### config.mk
export PLATFORM = sky130hd
export DESIGN_NAME = pipe_ctrl_unit
export DESIGN_NICKNAME = d
export VERILOG_FILES = /design/src/rtl/pipe_ctrl_pkg.sv /design/src/rtl/pipe_ctrl_unit_decoder.sv /design/src/rtl/pipe_ctrl_unit.sv
export SDC_FILE = /design/constraint.sdc
export NUM_CORES = 1
export LEC_CHECK = 0
export ABC_CLOCK_PERIOD_IN_PS = 1800
export BUFFER_PORTS_ARGS = -buffer_cell sky130_fd_sc_hd__buf_4
export CAP_MARGIN = 20
export CORE_MARGIN = 1
export CORE_UTILIZATION = 30
export DETAILED_ROUTE_END_ITERATION = 6
export MAX_ROUTING_LAYER = met4
export PLACE_DENSITY = 0.59
export SYNTH_ARGS = -nofsm -noshare
export SYNTH_HDL_FRONTEND = slang
export SYNTH_SLANG_ARGS = --single-unit
### constraint.sdc
create_clock -name clk -period 1.8 [get_ports clk]
set_input_delay 0.18 -clock clk [delete_from_list [all_inputs] [get_ports clk]]
set_output_delay 0.18 -clock clk [all_outputs]
set_load 0.01 [all_outputs]
### src/rtl/pipe_ctrl_pkg.sv
// pipe_ctrl_pkg: shared opcodes, ALU encodings and the control-word type.
package pipe_ctrl_pkg;
  localparam int OP_NOP   = 0;
  localparam int OP_LOAD  = 1;
  localparam int OP_STORE = 2;
  localparam int OP_ADD   = 3;
  localparam int OP_NOT   = 4;
  localparam logic [1:0] ALU_ADD = 2'd0;
  localparam logic [1:0] ALU_NOT = 2'd1;
  localparam logic [1:0] ALU_NOP = 2'd2;
  typedef struct packed {
    logic       valid;
    logic       mem_read;
    logic       mem_write;
    logic [1:0] alu_op;
    logic       wb;
  } ctrl_word_t;
  localparam ctrl_word_t NOP_WORD = '{valid: 1'b0, mem_read: 1'b0, mem_write: 1'b0, alu_op: ALU_NOP, wb: 1'b0};
endpackage

### src/rtl/pipe_ctrl_unit_decoder.sv
// ctrl_decoder: combinational opcode to control word, illegal flag and source usage.
module ctrl_decoder
  import pipe_ctrl_pkg::*;
#(
  parameter int OPCODE_W = 3
) (
  input  logic [OPCODE_W-1:0] opcode,
  output ctrl_word_t          word,
  output logic                illegal,
  output logic                use_rs1,
  output logic                use_rs2
);
  int   op;
  logic is_load, is_store, is_add, is_not;
  assign op        = int'(opcode);
  assign is_load   = op == OP_LOAD;
  assign is_store  = op == OP_STORE;
  assign is_add    = op == OP_ADD;
  assign is_not    = op == OP_NOT;
  assign illegal   = op > OP_NOT;
  assign use_rs1   = is_add || is_store || is_not;
  assign use_rs2   = is_add || is_store;
  assign word.valid     = 1'b1;
  assign word.mem_read  = is_load;
  assign word.mem_write = is_store;
  assign word.alu_op    = is_add ? ALU_ADD : is_not ? ALU_NOT : ALU_NOP;
  assign word.wb        = is_load || is_add || is_not;
endmodule

### src/rtl/pipe_ctrl_unit.sv
// pipe_ctrl_unit: control-word pipeline with freeze, flush and load-use bubble insertion.
module pipe_ctrl_unit
  import pipe_ctrl_pkg::*;
#(
  parameter int OPCODE_W = 3,
  parameter int REG_W    = 3,
  parameter int STAGES   = 3
) (
  input  logic                  clk,
  input  logic                  rst,
  input  logic                  in_valid,
  input  logic [OPCODE_W-1:0]   opcode,
  input  logic [REG_W-1:0]      rd,
  input  logic [REG_W-1:0]      rs1,
  input  logic [REG_W-1:0]      rs2,
  input  logic                  stall_in,
  input  logic                  flush,
  output logic                  in_ready,
  output logic                  hazard_stall,
  output logic                  illegal,
  output logic [STAGES-1:0]     st_valid,
  output logic [STAGES-1:0]     st_mem_read,
  output logic [STAGES-1:0]     st_mem_write,
  output logic [STAGES-1:0]     st_wb,
  output logic [2*STAGES-1:0]   st_alu_op
);
  ctrl_word_t       st [STAGES];
  ctrl_word_t       dec_word;
  logic             dec_illegal, use_rs1, use_rs2, accept;
  logic [REG_W-1:0] rd0;
  ctrl_decoder #(.OPCODE_W(OPCODE_W)) u_dec (
    .opcode (opcode),
    .word   (dec_word),
    .illegal(dec_illegal),
    .use_rs1(use_rs1),
    .use_rs2(use_rs2)
  );
  // a load in stage 0 cannot forward to the very next instruction
  assign hazard_stall = in_valid && st[0].valid && st[0].mem_read &&
                        ((use_rs1 && rs1 == rd0) || (use_rs2 && rs2 == rd0));
  assign in_ready = !stall_in && !hazard_stall && !flush;
  assign accept   = in_valid && in_ready;
  always_ff @(posedge clk or posedge rst) begin
    if (rst) begin
      for (int i = 0; i < STAGES; i++) st[i] <= NOP_WORD;
      rd0     <= '0;
      illegal <= 1'b0;
    end else if (flush) begin
      for (int i = 0; i < STAGES; i++) st[i] <= NOP_WORD;
      illegal <= 1'b0;
    end else if (stall_in) begin
      illegal <= 1'b0;
    end else begin
      for (int i = 1; i < STAGES; i++) st[i] <= st[i-1];
      st[0]   <= accept ? dec_word : NOP_WORD;
      illegal <= accept && dec_illegal;
      if (accept) rd0 <= rd;
    end
  end
  for (genvar k = 0; k < STAGES; k++) begin : g_out
    assign st_valid[k]        = st[k].valid;
    assign st_mem_read[k]     = st[k].mem_read;
    assign st_mem_write[k]    = st[k].mem_write;
    assign st_wb[k]           = st[k].wb;
    assign st_alu_op[2*k +: 2] = st[k].alu_op;
  end
endmodule

==> impl_results.md, run 1 <==
* DP HPWL at between 1500 and 2000 um
* WS Path Type: reg -> out
* Initial Util at 0.3276
* Die width at between 60 and 70 um
* Worst EP required at 1.62 ns
* Layout cells sized above 1 at 0.3960
* Top Ports at 38
* Post-synth EDFFs at 0
* Critical Path Fanout Max at 5
* Flop pwr share at 0.453
* Hold Fails Final Rpt at 0
* Path depth of the worst reg2reg path at 5
* Worst slew pin tran at 0.3235 ns
* CTS tree: built
* DR iter-0 viols at 56
* Reg-to-reg endpoint: rd0[1]$_DFFE_PP0P_
* WL/cell at 12.73 um
* Min-Delay Path Class: in -> reg
* Syn_nets at 123
* Post-Route WL at 2483 um
* Seq/Total Area, Yosys at 0.4879
* Multi-input logic area at 544.3 sq um
* IO buf count at 37
* Layout Utilization at 0.4560
* Crit-path cells: xor2_1, nor4_4, o21a_4, nor3_2, buf_4
* Largest net degree at the start of global routing at 23
* H-tree lvl count at 1
* First-pass GRT wire length at 4209 um
* Area after DPL at approximately 1500 sq um
* Number of distinct library cells after synthesis at 32
* Cell area after synthesis at 1136 sq um
* RSZ-0062 raised after global routing: no
* Part of the cycle the worst path needs at 0.9604
* GRT Resource Usage Total at 0.1404
* Antenna fix cells at 0
* Inserted Clock Buffers at 3
* Slew Viols, Final at 0
* CP peak stage delay at 0.42 ns
* Clock slew at reported path FFs at 0.08 ns
* Die height at about 64 um
* Std cell rows at 21
* Final setup viols at 0
* Core box area at 3468 sq um
* Pwr/cell area at 763.4 nW/um^2
* Worst setup EP type: primary output
* P_sw at roughly 0.00029 W
* Gr ovfl total at 0
* Layout area overhead at 39.21%
* Clock Sinks at 22
* Flop2flop setup slack at 0.26 ns
* Sw Share at 0.2385
* Internal Dissipation at 0.0009193 W
* Avg Cell Area, Syn at roughly 11 sq um
* Clk_lat worst skew at 0.27 ns
* Worst Clk Skew at 0.002977 ns
* ANT nets after route at 0
* DR pass1 iterations at 4
* Worst r2r src: rd0[1]$_DFFE_PP0P_
* Layout net count at about 170
* Primary FF master, synth: dfrtp_1
* Async S/R FF share, synth at 1.000
* CTS max path bufs at 2
* Design area at 1582 sq um
* DRC viols at 0
* Peak VDD IR at 0.2755 mV
* Sequential Area at 556.8 sq um
* CTS root buffer: clkbuf_8
* Initial antenna violation count at 0
* Hold Crit Endpoint: st_mem_write[0]$_DFFE_PP0P_
* Vias at 925
* Final worst path period need at about 1.7 ns
* Critical-path top delay cell: dfrtp_1
* Max Cap Viol at 0
* Fillers at approximately 340
* Cells after Synth at ~110
* Comb pwr share at 0.162
* Yosys reg bits at 22
* Hold path start: opcode[0]
* Worst rel slew slack at 0.7839
* Max Clock Freq at ~0.58 GHz
* CP Launch Type: flip-flop
* Outcome: finished clean
* WP data arrival at 1.55 ns
* DR vias/cell at about 4.7
* Clock power frac at 0.385
* Placer congestion estimate at 0.8229
* Die Area at a little over 4000 sq um
* Yosys warns at 0
* Lkg Pwr at 0.7654 nW
* Hold path depth at 2
* Fin Setup TNS at 0 ns
* Vias in the first global route at 914
* WHS at 0.1399 ns
metal layers:
layer	up-vias	global-route usage	part of all wire
li1	459	-	-
met1	431	0.1747	0.46
met2	30	0.2274	0.49
met3	5	0.02355	0.044
met4	0	0.05114	0.014
met5	-	-	0
sequential cells by signal, summed over array words and instances, names as in the netlist:
name and flops:
st_mem_read 3, st_alu_op 6, st_wb 3, st_valid 3, st_mem_write 3, illegal 1, rd0 3
final cells by class:
class / count / share of cell area
Sequential cell: 22 / 0.3521
Clock buffer: 3 / 0.02611
Clock inverter: 1 / 0.01899
Tap cell: 46 / 0.03639
Multi-Input combinational cell: 73 / 0.3441
Inverter: 7 / 0.01661
Timing Repair Buffer: 43 / 0.2057
power groups by stage:
stage | clock [W] | combinational [W] | sequential (W)
4_1_cts | 0.000478 | 0.000191 | 0.000541
2_1_floorplan | 0 | 0.000114 | 0.000552
3_3_place_gp | 0 | 0.000185 | 0.000549
6_report | 0.000465 | 0.000196 | 0.000547
3_5_place_dp | 0 | 0.000187 | 0.000551
5_1_grt | 0.000496 | 0.000215 | 0.000551
cells in the final DEF, fill, tap and decap left out, types with 2 or more instances in the layout:
master | netlist | layout
buf_4 | 0 | 42
clkbuf_8 | 0 | 3
dfrtp_1 | 19 | 17
inv_1 | 7 | 7
mux2i_1 | 10 | 10
nand2_1 | 7 | 7
a21oi_1 | 3 | 3
and2_1 | 3 | 3
dfstp_2 | 3 | 3
nor2b_1 | 4 | 4
nor2_1 | 13 | 13
nand3_1 | 3 | 3
a222oi_1 | 3 | 3
or4_1 | 3 | 3
dfrtp_2 | 0 | 2
xnor2_1 | 3 | 3
xor2_2 | 0 | 2
o21ai_0 | 2 | 2
a211o_1 | 2 | 2
critical path, delay by kind of cell (launching register included):
family | cells | cell delay (ns)
buffers and inverters | 1 | 0.14
DFF | 1 | 0.42
xor gates and xnor gates | 1 | 0.20
and+or+nand+nor | 2 | 0.33
AOI/OAI and AO/OA | 1 | 0.19
logic make-up (layout without fill, tap and decap cells):
kind of cell	Yosys count	after routing	synth area share
flops	22	22	0.4879
simple gates	41	41	0.2071
xor+xnor	6	6	0.04626
compound gates	16	16	0.1200
buf+inv	11	54	0.05066
mux	10	10	0.08811
synthesized netlist by cell type, types with 2 or more instances:
| library cell | count | area share |
|---|---|---|
| dfrtp_1 | 19 | 0.42 |
| nor2_1 | 13 | 0.043 |
| mux2i_1 | 10 | 0.088 |
| inv_1 | 7 | 0.023 |
| nand2_1 | 7 | 0.023 |
| nor2b_1 | 4 | 0.022 |
| a21oi_1 | 3 | 0.013 |
| a222oi_1 | 3 | 0.026 |
| and2_1 | 3 | 0.017 |
| dfstp_2 | 3 | 0.069 |
| nand3_1 | 3 | 0.013 |
| or4_1 | 3 | 0.020 |
| xnor2_1 | 3 | 0.023 |
| xor2_1 | 3 | 0.023 |
| a211o_1 | 2 | 0.015 |
| buf_6 | 2 | 0.020 |
| nor3_1 | 2 | 0.0088 |
| o21ai_0 | 2 | 0.0088 |
worst max path at each step:
stage	slack, ns	start	cells past startpoint	endpoint
6_report	0.07	rd0[1]$_DFFE_PP0P_	5	in_ready
5_1_grt	0.01	rd0[1]$_DFFE_PP0P_	5	in_ready
4_1_cts	0.02	rd0[1]$_DFFE_PP0P_	5	in_ready
3_5_place_dp	0.15	rd0[2]$_DFFE_PP0P_	5	in_ready
3_3_place_gp	0.16	rd0[2]$_DFFE_PP0P_	5	in_ready
2_1_floorplan	0.34	rd0[2]$_DFFE_PP0P_	4	in_ready
repair_timing:
action,CTS,global route
pin swaps,1,2
hold buffers,1,0
buffers inserted,1,2
cloned,0,0
gates resized for setup,0,5
hold endpoints to repair,19,0
endpoints found under the setup margin,2,1
through the flow:
stage               instances  setup slack, ns   power, W
finish                    195          0.07120   0.001207
global route              195         0.009583   0.001262
CTS                       193          0.02476   0.001210
detailed placement        187           0.1493  0.0007374
global placement          187           0.1625  0.0007344
floorplan                 106           0.3448  0.0006656
No activity file was read; power rests on OpenSTA's default activity.
==> run 2: changes to the inputs <==
Settings changed: ABC_AREA set to 1, CORE_ASPECT_RATIO set to 0.8, PLACE_DENSITY 0.59 to 0.6.
==> impl_results.md, run 2 <==
* Clk_lat worst skew at 0.26 ns (about the same)
* Most frequent cell after synthesis: nand2_1
* Yosys top cell area share at 0.4434 (+0.02491)
* Part of the cycle the worst path needs at 0.9482 (-0.01224)
* Vias in the first global route at 933 (+2.1%)
* Yosys reg bits at 22 (unchanged)
* Design area at 1504 sq um (-4.9%)
* WHS at 0.1784 ns (+0.03847 ns)
* Layout area overhead at 40.26%
* Peak VDD IR at 0.3705 mV (+34%)
* Commonest cells after routing, fill and taps aside: buf_4 (41), nand2_1 (28), inv_1 (27)
* CTS tree: built
* Avg Cell Area, Syn at 8.510 sq um (-21%)
* Post-synth EDFFs at 0 (unchanged)
* Primary FF master, synth: dfrtp_1
* Async S/R FF share, synth at 1.000 (unchanged)
* Core box area at 3423 sq um (-1.3%)
* Commonest non-fill, non-tap cell in the layout: buf_4
* Layout cells sized above 1 at 0.3529 (-0.04303)
* Clock Sinks at 22 (unchanged)
* Max reg flops at 6 (unchanged)
* Max Cap Viol at 0 (unchanged)
* Cell area after synthesis at 1072 sq um (-5.6%)
* Critical Path Fanout Max at 6 (+1)
* Clock slew at reported path FFs at 0.07 ns (about the same)
* Pwr/cell area at 763.2 nW/um^2 (about the same)
* Min-Delay Path Class: in -> reg
* Seq/Total Area, Yosys at 0.5169 (+0.02903)
* Syn_nets at 143 (+16%)
* Top cells by count, synth: nand2_1 (28), inv_1 (27), dfrtp_1 (19)
* First-pass GRT wire length at 4057 um (-3.6%)
* Initial antenna violation count at 0 (unchanged)
* Worst setup EP type: primary output
* Fillers at 360 (+4.7%)
* Post-Route WL at 2443 um (-1.6%)
* Cells after Synth at 126 (+19%)
* Top Ports at 38 (unchanged)
* Die width at 68.84 um (+8.3%)
* Flop2flop setup slack at 0.46 ns (+0.20 ns)
* CTS max path bufs at 2 (unchanged)
* Hold Fails Final Rpt at 0 (unchanged)
* ANT nets after route at 0 (unchanged)
* DP HPWL at 1862 um (+1.0%)
* Final setup viols at 0 (unchanged)
* DR vias/cell at 4.358 (-8.1%)
* DR iter-0 viols at 34 (-39%)
* Inserted Clock Buffers at 3 (unchanged)
* Pre-CTS WS at 0.3919 ns (+0.2427 ns)
* Synth top area cells: dfrtp_1 (44%), nand2_1 (9.8%), inv_1 (9.5%)
* Multi-input logic area at 406.6 sq um (-25%)
* Die Area at 3819 sq um (-5.4%)
* Worst slew pin tran at 0.3155 ns (-0.007997 ns)
* WS Path Type: reg -> out
* Lkg Pwr at 0.8135 nW (+6.3%)
* Largest net degree at the start of global routing at 23 (unchanged)
* RSZ-0062 raised after global routing: no
* Final worst path period need at 1.707 ns (-0.02203 ns)
* Layout net count at 188 (+13%)
* GRT Resource Usage Total at 0.1463 (+0.005946)
* Placer congestion estimate at 0.7996 (-2.8%)
* Final worst setup slack at 0.09323 ns (+0.02203 ns)
* Outcome: finished clean
* WL/cell at 11.52 um (-9.5%)
* Fin Setup TNS at 0 ns (unchanged)
* Slew Viols, Final at 0 (unchanged)
* DRC viols at 0 (unchanged)
* CP Launch Type: flip-flop
* Worst Clk Skew at 0.006749 ns (+0.003772 ns)
* PostCTS Resize Cnt at 0 (unchanged)
* IO buf count at 37 (unchanged)
* Worst rel slew slack at 0.7894 (+0.005544)
* Cell taking the most area after synthesis: dfrtp_1
* Area after DPL at 1415 sq um (-2.8%)
* Yosys warns at 0 (unchanged)
* Gr ovfl total at 0 (unchanged)
* Die height at 55.48 um (-13%)
* Max Clock Freq at 0.5859 GHz (+1.3%)
* Number of distinct library cells after synthesis at 19 (-41%)
* DR pass1 iterations at 4 (unchanged)
* H-tree lvl count at 1 (unchanged)
* Antenna fix cells at 0 (unchanged)
* Vias at 924 (-0.11%)
* Worst EP required at 1.62 ns (about the same)
* WP data arrival at 1.53 ns (-0.02 ns)
* Std cell rows at 19 (-9.5%)
* Initial Util at 0.3132 (-0.01433)
* CTS root buffer: clkbuf_8
* Sequential Area at 554.3 sq um (-0.45%)
==> run 2: cell families (layout without fill, tap and decap cells) <==
group                     after synthesis  after routing  synth area share
AOI/OAI and AO/OA                      19             19            0.1202
buffers and inverters                  29             73            0.1039
and+or+nand+nor                        53             53            0.2345
xor gates and xnor gates                3              3           0.02451
DFF                                    22             22            0.5169
==> run 2: cell type report <==
| type | instances | share of cell area |
|---|---|---|
| Clock buffer | 3 | 0.02745 |
| Clock inverter | 1 | 0.01997 |
| Inverter | 27 | 0.06739 |
| Multi-Input combinational cell | 75 | 0.2704 |
| Sequential cell | 22 | 0.3686 |
| Tap cell | 42 | 0.03494 |
| Timing Repair Buffer | 42 | 0.2113 |
==> run 2: worst paths after layout <==
| path | cells after the start | to | start |
|---|---|---|---|
| min in group asynchronous | 4 | st_mem_write[1]$_DFFE_PP0P_ | rst |
| worst max-delay path | 8 | in_ready | rd0[2]$_DFFE_PP0P_ |
| worst min register to register | 2 | st_mem_read[2]$_DFFE_PP0P_ | st_mem_read[2]$_DFFE_PP0P_ |
| max in group asynchronous | 4 | st_alu_op[5]$_DFFE_PP1P_ | rst |
| worst min-delay path | 3 | rd0[1]$_DFFE_PP0P_ | rd[1] |
| worst max register to register | 7 | st_valid[0]$_DFFE_PP0P_ | rd0[2]$_DFFE_PP0P_ |
==> run 2: routing by layer <==
metal / GRT usage / part of all wire / vias to the layer above
met4: 0.008746 / 0 / 0
met3: 0.05165 / 0.069 / 0
met5: - / 0 / -
met2: 0.2150 / 0.45 / 27
met1: 0.2040 / 0.48 / 422
li1: - / - / 475
==> run 2: power breakdown <==
group,total [W],internal (W),switching (W)
Combinational,0.000165,0.0000767,0.0000885
Sequential,0.000528,0.000512,0.0000156
Clock,0.000455,0.000297,0.000158
==> run 2: timing repair <==
item / 4_1_cts / 5_1_grt
setup endpoints to repair: 0 / 1
hold buffers: 1 / 0
setup buffers: 0 / 1
hold endpoints to repair: 19 / 0
==> run 2: through the flow <==
step / total power (W) / instances / utilization
floorplan: 0.0006238 / 126 / -
global placement: 0.0006917 / 206 / 0.4134
detailed placement: 0.0006966 / 206 / 0.4134
CTS: 0.001157 / 211 / 0.4371
global route: 0.001209 / 212 / 0.4393
finish: 0.001148 / 212 / 0.4393
==> run 2: critical path: stages (launching register included) <==
cell and delay [ns]:
dfrtp_1 0.40, buf_4 0.15, xnor2_1 0.15, nand3_1 0.11, nand2_2 0.09, nand2_4 0.07
inv_1 0.09, nor2_1 0.05, buf_4 0.15
==> run 3: changes to the inputs <==
Settings changed: PLACE_DENSITY 0.6 to 0.63.
==> impl_results.md, run 3 (same netlist as run 2, synthesis figures left out) <==
* ANT nets after route at 0 (unchanged)
* Critical Path Fanout Max at 6 (unchanged)
* Max Cap Viol at 0 (unchanged)
* Hold path depth at 3 (unchanged)
* Reg-to-reg endpoint: st_valid[0]$_DFFE_PP0P_
* P_sw at 0.0002559 W (-2.3%)
* Clock power frac at 0.397 (about the same)
* Routed wl met3 at 136 um (-20%)
* IO buf count at 37 (unchanged)
* DR iter-0 viols at 31 (-8.8%)
* Top delay family on crit path: simple AND/OR/NAND/NOR gates
* Pwr/cell area at 760.0 nW/um^2 (-0.42%)
* Final setup viols at 0 (unchanged)
* Commonest non-fill, non-tap cell in the layout: buf_4
* Worst setup EP type: primary output
* CTS tree: built
* Hold Fails Final Rpt at 0 (unchanged)
* Inst Count DP at 206 (unchanged)
* Worst rel slew slack at 0.7776 (-0.01186)
* Comb pwr share at 0.138 (-0.006)
* Multi-input logic area at 406.6 sq um (unchanged)
* Internal Dissipation at 0.0008814 W (-0.50%)
* Fillers at 349 (-3.1%)
* Die height at 55.48 um (unchanged)
* Layout cells sized above 1 at 0.3491 (-0.003829)
* GRT Resource Usage Total at 0.1496 (+0.003299)
* Design area at 1496 sq um (-0.50%)
* Crit-path cells: inv_1, nand2_1, nand2_1, nor2_1, nand3_2, nand2_2, nand2_4, inv_1, nor2_1, buf_4
* Placer congestion estimate at 0.8083 (+1.1%)
* Min-Delay Path Class: in -> reg
* Std cell rows at 19 (unchanged)
* Worst r2r src: rd0[2]$_DFFE_PP0P_
* Flop pwr share at 0.465 (+0.005)
* H-tree lvl count at 1 (unchanged)
* Gr ovfl total at 0 (unchanged)
* Die width at 68.84 um (unchanged)
* Layout net count at 187 (-0.53%)
* Max Clock Freq at 0.6028 GHz (+2.9%)
* Lkg Pwr at 0.8084 nW (-0.62%)
* Largest net degree at the start of global routing at 23 (unchanged)
* Clock Sinks at 22 (unchanged)
* Slew Viols, Final at 0 (unchanged)
* Sw Share at 0.2250 (-0.003230)
* Layout area overhead at 39.56%
* Layout Utilization at 0.4371 (-0.002192)
* Max reg flops at 6 (unchanged)
* Worst slew pin tran at 0.3333 ns (+0.01777 ns)
* Initial antenna violation count at 0 (unchanged)
* PostCTS Resize Cnt at 0 (unchanged)
* WL met1 at 1057 um (-10%)
* Total Power at 0.001137 W (-0.91%)
* Hold Crit Endpoint: rd0[2]$_DFFE_PP0P_
* Clk_lat worst skew at 0.26 ns (about the same)
* Inserted Clock Buffers at 3 (unchanged)
* Die Area at 3819 sq um (unchanged)
* Met2 routed WL at 1141 um (+4.2%)
* Peak VDD IR at 0.3264 mV (-12%)
* DRC viols at 0 (unchanged)
* Clock slew at reported path FFs at 0.07 ns (about the same)
* Antenna fix cells at 0 (unchanged)
* Core box area at 3423 sq um (unchanged)
* Final worst path period need at 1.659 ns (-0.04787 ns)
* Outcome: finished clean
* WL/cell at 11.10 um (-3.6%)
* Hold path start: rd[2]
* First-pass GRT wire length at 4174 um (+2.9%)
* RSZ-0062 raised after global routing: no
* Top sig layer: met4
* Post-Route WL at 2343 um (-4.1%)
* Area after DPL at 1415 sq um (unchanged)
* DR vias/cell at 4.445 (+2.0%)
* Vias at 938 (+1.5%)
* Fin Setup TNS at 0 ns (unchanged)
* Critical-path top delay cell: dfrtp_1
* Crit path buf inv count at 3 (unchanged)
* Worst Clk Skew at 0.005402 ns (-0.001346 ns)
* Path depth of the worst reg2reg path at 9 (+2)
* CTS root buffer: clkbuf_8
* Flop2flop setup slack at 0.48 ns (+0.02 ns)
* Top Ports at 38 (unchanged)
* WS Path Type: reg -> out
* Crit path from: rd0[2]$_DFFE_PP0P_
* DR pass1 iterations at 5 (+1)
* CP peak stage delay at 0.41 ns (about the same)
* Initial Util at 0.3132 (unchanged)
* Sequential Area at 554.3 sq um (unchanged)
* Part of the cycle the worst path needs at 0.9216 (-0.02659)
* Post-Layout Cell Count at 211 (-0.47%)
* CP Launch Type: flip-flop
* WP data arrival at 1.48 ns (-0.05 ns)
* CTS max path bufs at 2 (unchanged)
* Vias in the first global route at 916 (-1.8%)
* Commonest cells after routing, fill and taps aside: buf_4 (40), nand2_1 (28), inv_1 (27)
* DP HPWL at 1809 um (-2.8%)
* Worst EP required at 1.62 ns (about the same)
[run 3: cell types whose count changed in the layout (fill, tap and decap cells not counted)]
cell / change
buf_4: -1
[run 3: power by group through the flow]
stage	combinational, W	clock [W]	sequential, W
after floorplan	0.0000852	0	0.000539
after detailed placement	0.000157	0	0.000539
after CTS	0.000159	0.000470	0.000529
after global routing	0.000176	0.000500	0.000532
after global placement	0.000154	0	0.000538
final	0.000157	0.000451	0.000529
[run 3: metal layers]
| metal | up-vias | track usage |
|---|---|---|
| met5 | - | - |
| met1 | 433 | 0.2037 |
| met2 | 28 | 0.2275 |
| met4 | 0 | 0.008746 |
| met3 | 2 | 0.04959 |
| li1 | 475 | - |
[run 3: final cells by class]
cell class,count,area share
flip-flops and latches,22,0.3704
clock inverters,1,0.02007
inverters,27,0.06773
multi-input cells,75,0.2717
well taps,42,0.03512
clock buffers,3,0.02759
repair buffers,41,0.2074
[run 3: worst max-delay path by stage]
stage / endpoint / slack [ns] / cells after the start
6_report: in_ready / 0.14 / 10
5_1_grt: in_ready / 0.004 / 10
4_1_cts: in_ready / 0.12 / 10
3_5_place_dp: in_ready / 0.42 / 10
3_3_place_gp: in_ready / 0.45 / 10
2_1_floorplan: in_ready / 0.59 / 9
[run 3: metrics by stage]
stage	hold slack (ns)	setup WS (ns)
after CTS	0.1768	0.1187
final	0.1861	0.1411
after detailed placement	0.2386	0.4205
after global placement	0.2334	0.4532
after global routing	0.1925	0.004407
after floorplan	0.1670	0.5863
[run 3: tightest hold or removal path, stage by stage]
cell	delay (ns)
buf_4	0.08
nand4_1	0.08
nand2_1	0.07
[run 3: what timing repair did]
item,4_1_cts,5_1_grt
buffers inserted,0,0
hold buffers,1,0
hold endpoints to repair,19,0
